[src/rtl/culsans_ace_tagger.sv]
// culsans_ace_tagger
//   Per-core AXI-to-ACE front stage feeding one CCU crossbar port.
//   Classifies every AR/AW against the shareable region and fills the ACE
//   snoop/domain/bar/awunique fields. The ACE fields on the input are ignored.
//   AR and AW pass through a one-entry register slice. The number of
//   outstanding read and write bursts is bounded. RACK/WACK are generated
//   from the R-last and B handshakes.
//
// Ports
//   clk_i       clock
//   rst_i       asynchronous active-high reset
//   slv_req_i   AXI request from the core
//   slv_resp_o  response to the core
//   mst_req_o   ACE request towards the CCU
//   mst_resp_i  response from the CCU
//   rack_o      one-cycle pulse after each R handshake with last
//   wack_o      one-cycle pulse after each B handshake
//   rd_busy_o   reads outstanding
//   wr_busy_o   writes outstanding

package culsans_pkg;

    typedef struct packed {
        logic [3:0]  id;
        logic [63:0] addr;
        logic [7:0]  len;
        logic [2:0]  size;
        logic [1:0]  burst;
        logic        lock;
        logic [3:0]  cache;
        logic [2:0]  prot;
        logic [3:0]  qos;
        logic [3:0]  region;
        logic [5:0]  atop;
        logic [2:0]  snoop;
        logic [1:0]  bar;
        logic [1:0]  domain;
        logic        awunique;
    } aw_chan_t;

    typedef struct packed {
        logic [63:0] data;
        logic [7:0]  strb;
        logic        last;
    } w_chan_t;

    typedef struct packed {
        logic [3:0] id;
        logic [1:0] resp;
    } b_chan_t;

    typedef struct packed {
        logic [3:0]  id;
        logic [63:0] addr;
        logic [7:0]  len;
        logic [2:0]  size;
        logic [1:0]  burst;
        logic        lock;
        logic [3:0]  cache;
        logic [2:0]  prot;
        logic [3:0]  qos;
        logic [3:0]  region;
        logic [3:0]  snoop;
        logic [1:0]  bar;
        logic [1:0]  domain;
    } ar_chan_t;

    typedef struct packed {
        logic [3:0]  id;
        logic [63:0] data;
        logic [3:0]  resp;
        logic        last;
    } r_chan_t;

    typedef struct packed {
        aw_chan_t aw;
        logic     aw_valid;
        w_chan_t  w;
        logic     w_valid;
        logic     b_ready;
        ar_chan_t ar;
        logic     ar_valid;
        logic     r_ready;
    } req_t;

    typedef struct packed {
        logic    aw_ready;
        logic    ar_ready;
        logic    w_ready;
        logic    b_valid;
        b_chan_t b;
        logic    r_valid;
        r_chan_t r;
    } resp_t;

endpackage

module culsans_ace_tagger #(
    parameter logic [63:0] SharedBase   = 64'h8004_0000,
    parameter logic [63:0] SharedLength = 64'h0004_0000,
    parameter int unsigned MaxReads     = 8,
    parameter int unsigned MaxWrites    = 8
) (
    input  logic               clk_i,
    input  logic               rst_i,
    input  culsans_pkg::req_t  slv_req_i,
    output culsans_pkg::resp_t slv_resp_o,
    output culsans_pkg::req_t  mst_req_o,
    input  culsans_pkg::resp_t mst_resp_i,
    output logic               rack_o,
    output logic               wack_o,
    output logic               rd_busy_o,
    output logic               wr_busy_o
);
    import culsans_pkg::*;

    localparam int unsigned RdCntW = $clog2(MaxReads + 1);
    localparam int unsigned WrCntW = $clog2(MaxWrites + 1);

    // The offset is taken modulo 2^64, so an address below the base wraps
    // high. That address is then rejected by the lower-bound term. The
    // region's upper bound therefore never wraps.
    function automatic logic in_shared(input logic [63:0] addr, input logic [3:0] cache);
        logic [63:0] offset;
        offset = addr - SharedBase;
        return (addr >= SharedBase) && (offset < SharedLength) && cache[1];
    endfunction

    // ---------------- classification ----------------
    ar_chan_t ar_in;
    aw_chan_t aw_in;

    always_comb begin
        ar_in     = slv_req_i.ar;
        ar_in.bar = '0;
        if (in_shared(slv_req_i.ar.addr, slv_req_i.ar.cache)) begin
            ar_in.snoop  = 4'b0001;
            ar_in.domain = 2'b01;
        end else begin
            ar_in.snoop  = 4'b0000;
            ar_in.domain = 2'b00;
        end
    end

    always_comb begin
        aw_in          = slv_req_i.aw;
        aw_in.bar      = '0;
        aw_in.awunique = 1'b0;
        aw_in.snoop    = 3'b000;
        // Atomics are never treated as shared.
        if (in_shared(slv_req_i.aw.addr, slv_req_i.aw.cache) && (slv_req_i.aw.atop == '0)) begin
            aw_in.domain = 2'b01;
        end else begin
            aw_in.domain = 2'b00;
        end
    end

    // ---------------- read side ----------------
    ar_chan_t          ar_q;
    logic              ar_full;
    logic [RdCntW-1:0] rd_cnt;
    logic              rd_stall;
    logic              ar_valid;
    logic              ar_hs;
    logic              ar_ready;
    logic              rd_done;

    // While the counter is saturated, the slice must not present its
    // entry. This holds even if a read retires in the same cycle. The
    // ready term sees the gated valid, so the slice keeps its entry.
    assign rd_stall = (rd_cnt == RdCntW'(MaxReads));
    assign ar_valid = ar_full && !rd_stall;
    assign ar_hs    = ar_valid && mst_resp_i.ar_ready;
    assign ar_ready = !ar_full || ar_hs;
    assign rd_done  = mst_resp_i.r_valid && slv_req_i.r_ready && mst_resp_i.r.last;

    always_ff @(posedge clk_i or posedge rst_i) begin
        if (rst_i) begin
            ar_full <= 1'b0;
            ar_q    <= '0;
        end else if (slv_req_i.ar_valid && ar_ready) begin
            ar_full <= 1'b1;
            ar_q    <= ar_in;
        end else if (ar_hs) begin
            ar_full <= 1'b0;
        end
    end

    always_ff @(posedge clk_i or posedge rst_i) begin
        if (rst_i) begin
            rd_cnt <= '0;
        end else if (ar_hs && !rd_done) begin
            rd_cnt <= rd_cnt + RdCntW'(1);
        end else if (!ar_hs && rd_done) begin
            rd_cnt <= rd_cnt - RdCntW'(1);
        end
    end

    // ---------------- write side ----------------
    aw_chan_t          aw_q;
    logic              aw_full;
    logic [WrCntW-1:0] wr_cnt;
    logic              wr_stall;
    logic              aw_valid;
    logic              aw_hs;
    logic              aw_ready;
    logic              wr_done;

    assign wr_stall = (wr_cnt == WrCntW'(MaxWrites));
    assign aw_valid = aw_full && !wr_stall;
    assign aw_hs    = aw_valid && mst_resp_i.aw_ready;
    assign aw_ready = !aw_full || aw_hs;
    assign wr_done  = mst_resp_i.b_valid && slv_req_i.b_ready;

    always_ff @(posedge clk_i or posedge rst_i) begin
        if (rst_i) begin
            aw_full <= 1'b0;
            aw_q    <= '0;
        end else if (slv_req_i.aw_valid && aw_ready) begin
            aw_full <= 1'b1;
            aw_q    <= aw_in;
        end else if (aw_hs) begin
            aw_full <= 1'b0;
        end
    end

    always_ff @(posedge clk_i or posedge rst_i) begin
        if (rst_i) begin
            wr_cnt <= '0;
        end else if (aw_hs && !wr_done) begin
            wr_cnt <= wr_cnt + WrCntW'(1);
        end else if (!aw_hs && wr_done) begin
            wr_cnt <= wr_cnt - WrCntW'(1);
        end
    end

    // ---------------- acknowledges ----------------
    always_ff @(posedge clk_i or posedge rst_i) begin
        if (rst_i) begin
            rack_o <= 1'b0;
            wack_o <= 1'b0;
        end else begin
            rack_o <= rd_done;
            wack_o <= wr_done;
        end
    end

    assign rd_busy_o = (rd_cnt != '0);
    assign wr_busy_o = (wr_cnt != '0);

    // ---------------- output assembly ----------------
    // W, B and R pass through combinationally. Only the AR/AW parts are
    // replaced by the registered slices.
    always_comb begin
        mst_req_o          = slv_req_i;
        mst_req_o.ar       = ar_q;
        mst_req_o.ar_valid = ar_valid;
        mst_req_o.aw       = aw_q;
        mst_req_o.aw_valid = aw_valid;

        slv_resp_o          = mst_resp_i;
        slv_resp_o.ar_ready = ar_ready;
        slv_resp_o.aw_ready = aw_ready;
    end

    // ---------------- counter sanity ----------------
    rd_overflow:  assert property (@(posedge clk_i) disable iff (rst_i)
                                   !(ar_hs && !rd_done && rd_stall));
    rd_underflow: assert property (@(posedge clk_i) disable iff (rst_i)
                                   !(rd_done && !ar_hs && (rd_cnt == '0)));
    wr_overflow:  assert property (@(posedge clk_i) disable iff (rst_i)
                                   !(aw_hs && !wr_done && wr_stall));
    wr_underflow: assert property (@(posedge clk_i) disable iff (rst_i)
                                   !(wr_done && !aw_hs && (wr_cnt == '0)));

endmodule
[config.mk]
export PLATFORM = sky130hd
export DESIGN_NAME = culsans_ace_tagger
export DESIGN_NICKNAME = d
export VERILOG_FILES = /design/src/rtl/culsans_ace_tagger.sv
export SDC_FILE = /design/constraint.sdc
export NUM_CORES = 1
export LEC_CHECK = 0
export CAP_MARGIN = 20
export CORE_AREA = 2 2 297 299
export DETAILED_ROUTE_END_ITERATION = 7
export DIE_AREA = 0 0 299 301
export GPL_ROUTABILITY_DRIVEN = 0
export GPL_TIMING_DRIVEN = 1
export SYNTH_ARGS = -nofsm -noshare
export SYNTH_HDL_FRONTEND = slang
export SYNTH_SLANG_ARGS = --single-unit
[constraint.sdc]
create_clock -name clk_i -period 7.8 [get_ports clk_i]
set_input_delay 0.78 -clock clk_i [delete_from_list [all_inputs] [get_ports clk_i]]
set_output_delay 0.78 -clock clk_i [all_outputs]
set_load 0.05 [all_outputs]
== After elaboration in Yosys (flattened, before gate mapping) ==
Index checks and enable logic that the tools add are counted.
Word-level totals
  register bits: 220
  output and inout bits: 382
  bits of input ports: 380
Operators by class
  reduce and logical (&&, ||, !) cells: 35
  $lt $le $gt $ge: 4
  mux-type cells: 11
  $add $sub $neg: 6
  eq/ne operators: 2
Operators by type and width (count)
  64-bit by 32-bit greater-or-equal comparator with 1-bit output (second input constant): 2
  64-bit by 19-bit less-than comparator with 1-bit output (second input constant): 2
  64-bit by 32-bit subtractor with 64-bit output (second input constant): 2
  1-bit logical AND: 18
  4-bit 2-to-1 mux: 4
  4-bit by 1-bit adder with 4-bit output (second input constant): 2
  4-bit equality test (second input constant): 2
  1-bit logical NOT: 8
  2-bit nonzero test: 4
  4-bit nonzero test: 2
  4-bit by 1-bit subtractor with 4-bit output (second input constant): 2
  1-bit 2-to-1 mux: 7
  6-bit logical NOT: 1
  1-bit logical OR: 2

== Longest topological paths before layout ==
  word-level depth: 8
  mapped depth: 11
  gate-level depth less buffers: 11

== Worst setup path before layout ==
OpenSTA, ideal clock, no wires.
  kind: input to register
  start point: input slv_req_i[72] (netlist bit)
  end point: register ar_q, in the netlist mst_req_o[6]
  buffers on the path: 1
  arrival: 2655 ps
  setup slack: 5078 ps
  stages on the path: 8
  setup time: 67 ps
  cells stage by stage: or3_4 > or3_1 > buf_2 > or3_1 > a211oi_2 > o2111ai_1 > a2111oi_2 > a32o_2
Between the ends
  longest elaborated chain between the ends: 5
RTL lines
  start: declaration: line 106  | input culsans_pkg::req_t slv_req_i,
  64-bit by 32-bit subtractor with 64-bit output: line 125  | offset = addr - SharedBase;
  64-bit by 19-bit less-than comparator with 1-bit output: line 126  | return (addr >= SharedBase) && (offset < SharedLength) && cache[1];
  1-bit logical AND (*) (2 in a row): line 126
  1-bit 2-to-1 mux (*): line 136  | if (in_shared(slv_req_i.ar.addr, slv_req_i.ar.cache)) begin
  end signal: assignment: line 183  | ar_q <= ar_in;
  end: declaration: line 159  | ar_chan_t ar_q;
Every way passes the cells marked *; elsewhere a longest branch is shown, timed or not.
A chain may end at the register's enable or synchronous reset.

==> run_results.csv <==
group,metric,value,unit
timing,hold_viol,0,
synthesis,yosysMostFrequentCell,"dfrtp_1",
timing,rsz0062_at_grt,"no",
final_layout,drive_gt1_share,23.4,%
synthesis,ys_seq_elements,214,
synthesis,synth_cell_types,54,
clocking,ctsLongestPathBuffers,3,
outcome,status,"finished, final reports clean",
synthesis,synth.area.top_cells,"dfrtp_1, mux2_2, buf_4, nor3_1, nor4_1",
synthesis,synth_edf_count,0,
setup_path,critPathRequiredTime,7.02,ns
clocking,ctsRootBufferMaster,"clkbuf_16",
place,port_buffers,426,
clocking,cts_tree,"yes",
routing,vias,7456,
synthesis,yosysSeqAreaShare,51.5,%
place,dp_hpwl,32000,um
routing,first_pass_iters,5,
final_layout,fin_nets,1486,
power_and_ir_drop,ir_drop,0.000190,V
synthesis,yosys_warnings,0,
routing,wl_per_cell,17.6,um
synthesis,post_synth_inst_count,827,
timing,setup_slack,4.33,ns
clocking,cts_resized,0,
timing,tightest_slew,1.06,ns
timing,setup_viol,0,
clocking,cts_buffers,27,
synthesis,synth-main-ff-cell,"dfrtp_1",
synthesis,synthArstFlopShare,100,%
grt,grt_util_all_layers,8.38,%
routing,ant_nets,0,
synthesis,syn_area,10400,um^2
timing,drv_slew,0,
power_and_ir_drop,p_leak,5.92,nW
clocking,clk_pin_slew,0.05,ns
setup_path,arrival,2.69,ns
grt,grt_pass1_vias,8240,
synthesis,syn_area_per_cell,12.6,um^2
timing,period_needed,3.47,ns
grt,grt_pass1_wl,56400,um
floorplan,core,86500,um^2
clocking,cts_max_level,1,
floorplan,die_w,299,um
setup_path,crit_slowest_cell,"clkdlybuf4s50_1",
floorplan,initial_utilization,12.0,%
grt,antenna_found_initial,1,
place,place_ws,3.96,ns
floorplan,ios,762,
routing,dr.first_iter.drc_count,319,
setup_path,cpMostUsedCell,"clkdlybuf4s50_1",
final_layout,regArea,5360,um^2
synthesis,ys_top_cells_by_count,"dfrtp_1, mux2_2, buf_4",
floorplan,die-area,90000,um^2
timing,fmax,288,MHz
timing,fin_crit_sh,44.4,%
power_and_ir_drop,power.density,330,nW/um^2
clocking,hold_buffers,0,
timing,max_slew_margin,29.5,%
grt,grt.overflow.total,0,
setup_path,end_kind,"primary output",
clocking,worstSkewPairLatency,0.56,ns
final_layout,multi_input_area,3640,um^2
grt,grt_max_degree,114,
floorplan,row_count,108,
routing,drcViolationCount,0,
clocking,cts_setup_buffers,0,
setup_path,crit_chain,"clkdlybuf4s50_1, inv_1, o21ai_0, clkdlybuf4s50_1",
clocking,clock-sinks,214,
timing,clock_skew,0.0258,ns
setup_path,crit_path_max_fanout,3,
run,cap_violations,0,
floorplan,dieHeight,301,um
synthesis,synth_top_area_cell,"dfrtp_1",
worst_hold_path,hold_path.class,"register to register",
final_layout,area_growth_syn_to_layout,51.0,%
timing,tns,0,ns
routing,routed_wl,39900,um
routing,vias_per_cell,3.28,
synthesis,yosys.area.top_type_share,51.5,%
setup_path,max_stage_delay,0.94,ns
setup_path,cp-start-kind,"input port",
setup_path,worst-setup-path-type,"input port to primary output",
final_layout,fillers,9419,
-- worst paths after layout --
path | start | end | slack, ns | cells after the start
min | mst_req_o[89] | mst_req_o[89] | 0.49 | 2
min in group asynchronous | rst_i | mst_req_o[59] | 0.78 | 2
max reg2reg | rd_cnt[0] | mst_req_o[6] | 4.69 | 8
max | mst_resp_i[82] | slv_resp_o[82] | 4.33 | 4
min reg2reg | mst_req_o[89] | mst_req_o[89] | 0.49 | 2
max in group asynchronous | rst_i | mst_req_o[224] | 5.44 | 3
-- power by group --
part	internal (mW)	total [mW]	switching, mW
registers	1.40	1.58	0.172
clock network	0.801	1.29	0.485
logic	0.864	2.32	1.45
-- layout make-up --
class / count / area share (%)
Sequential cell: 214 / 34.1
Timing Repair Buffer: 431 / 27.4
Multi-Input combinational cell: 411 / 23.2
Tap cell: 1155 / 9.20
Clock buffer: 38 / 4.82
Clock inverter: 9 / 0.948
Inverter: 13 / 0.358
Antenna cell: 1 / 0.0159
-- worst max-delay path, delay by kind of cell --
family | cells | cell delay [ns]
buffers and inverters | 3 | 1.45
AO/OA/AOI/OAI | 1 | 0.46
-- per-layer routing --
metal	vias up	GRT usage [%]	share of wire (%)
met3	133	2.95	10
met4	0	5.81	6.9
met2	419	14.5	49
met1	3644	8.45	33
met5	-	0	0
li1	3260	-	-
-- metrics by stage --
step | cell area (um^2) | utilization, % | std cells | total power [mW] | hold slack (ns)
global route | 15700 | 18.2 | 2271 | 5.43 | 0.514
global placement | 14800 | 17.1 | 2224 | 3.89 | 0.465
floorplan | 10500 | - | 839 | 3.26 | 0.447
finish | 15700 | 18.2 | 2272 | 5.18 | 0.488
CTS | 15700 | 18.2 | 2271 | 5.28 | 0.485
detailed placement | 14800 | 17.1 | 2224 | 3.93 | 0.470
-- placed cells by master, fill, tap and decap left out, types with 3 or more instances in the layout --
cell / count
a2111oi_0: 3
a211oi_1: 4
a21o_1: 3
a21oi_1: 6
and2_1: 3
buf_4: 5
bufinv_16: 4
clkbuf_1: 7
clkbuf_16: 27
clkbuf_8: 4
clkdlybuf4s50_1: 426
clkinv_2: 4
conb_1: 13
dfrtp_1: 214
ha_1: 6
inv_1: 12
mux2_2: 201
mux2i_1: 3
nand2_1: 21
nand2b_1: 4
nand3_1: 5
nor2_1: 20
nor2b_1: 4
nor3_1: 20
nor4_1: 14
nor4b_1: 5
o2111ai_1: 5
o21ai_0: 12
or3_1: 4
or4_1: 6
xnor2_1: 8
xor2_1: 7
-- registers in the layout (all words and copies together), names as in the netlist --
signal / count
ar_full: 1
wack_o: 1
aw_full: 1
mst_req_o: 202
rack_o: 1
wr_cnt: 4
rd_cnt: 4
-- kinds of logic after synthesis --
family	Yosys count	synth area share, %
other cells	1	0.0360
xor+xnor	15	1.26
flops	214	51.5
compound gates	49	3.42
mux	204	22.0
fa+ha+maj	8	1.11
buf+inv	214	14.1
simple gates	122	6.54
(Power assumes the default switching activity.)
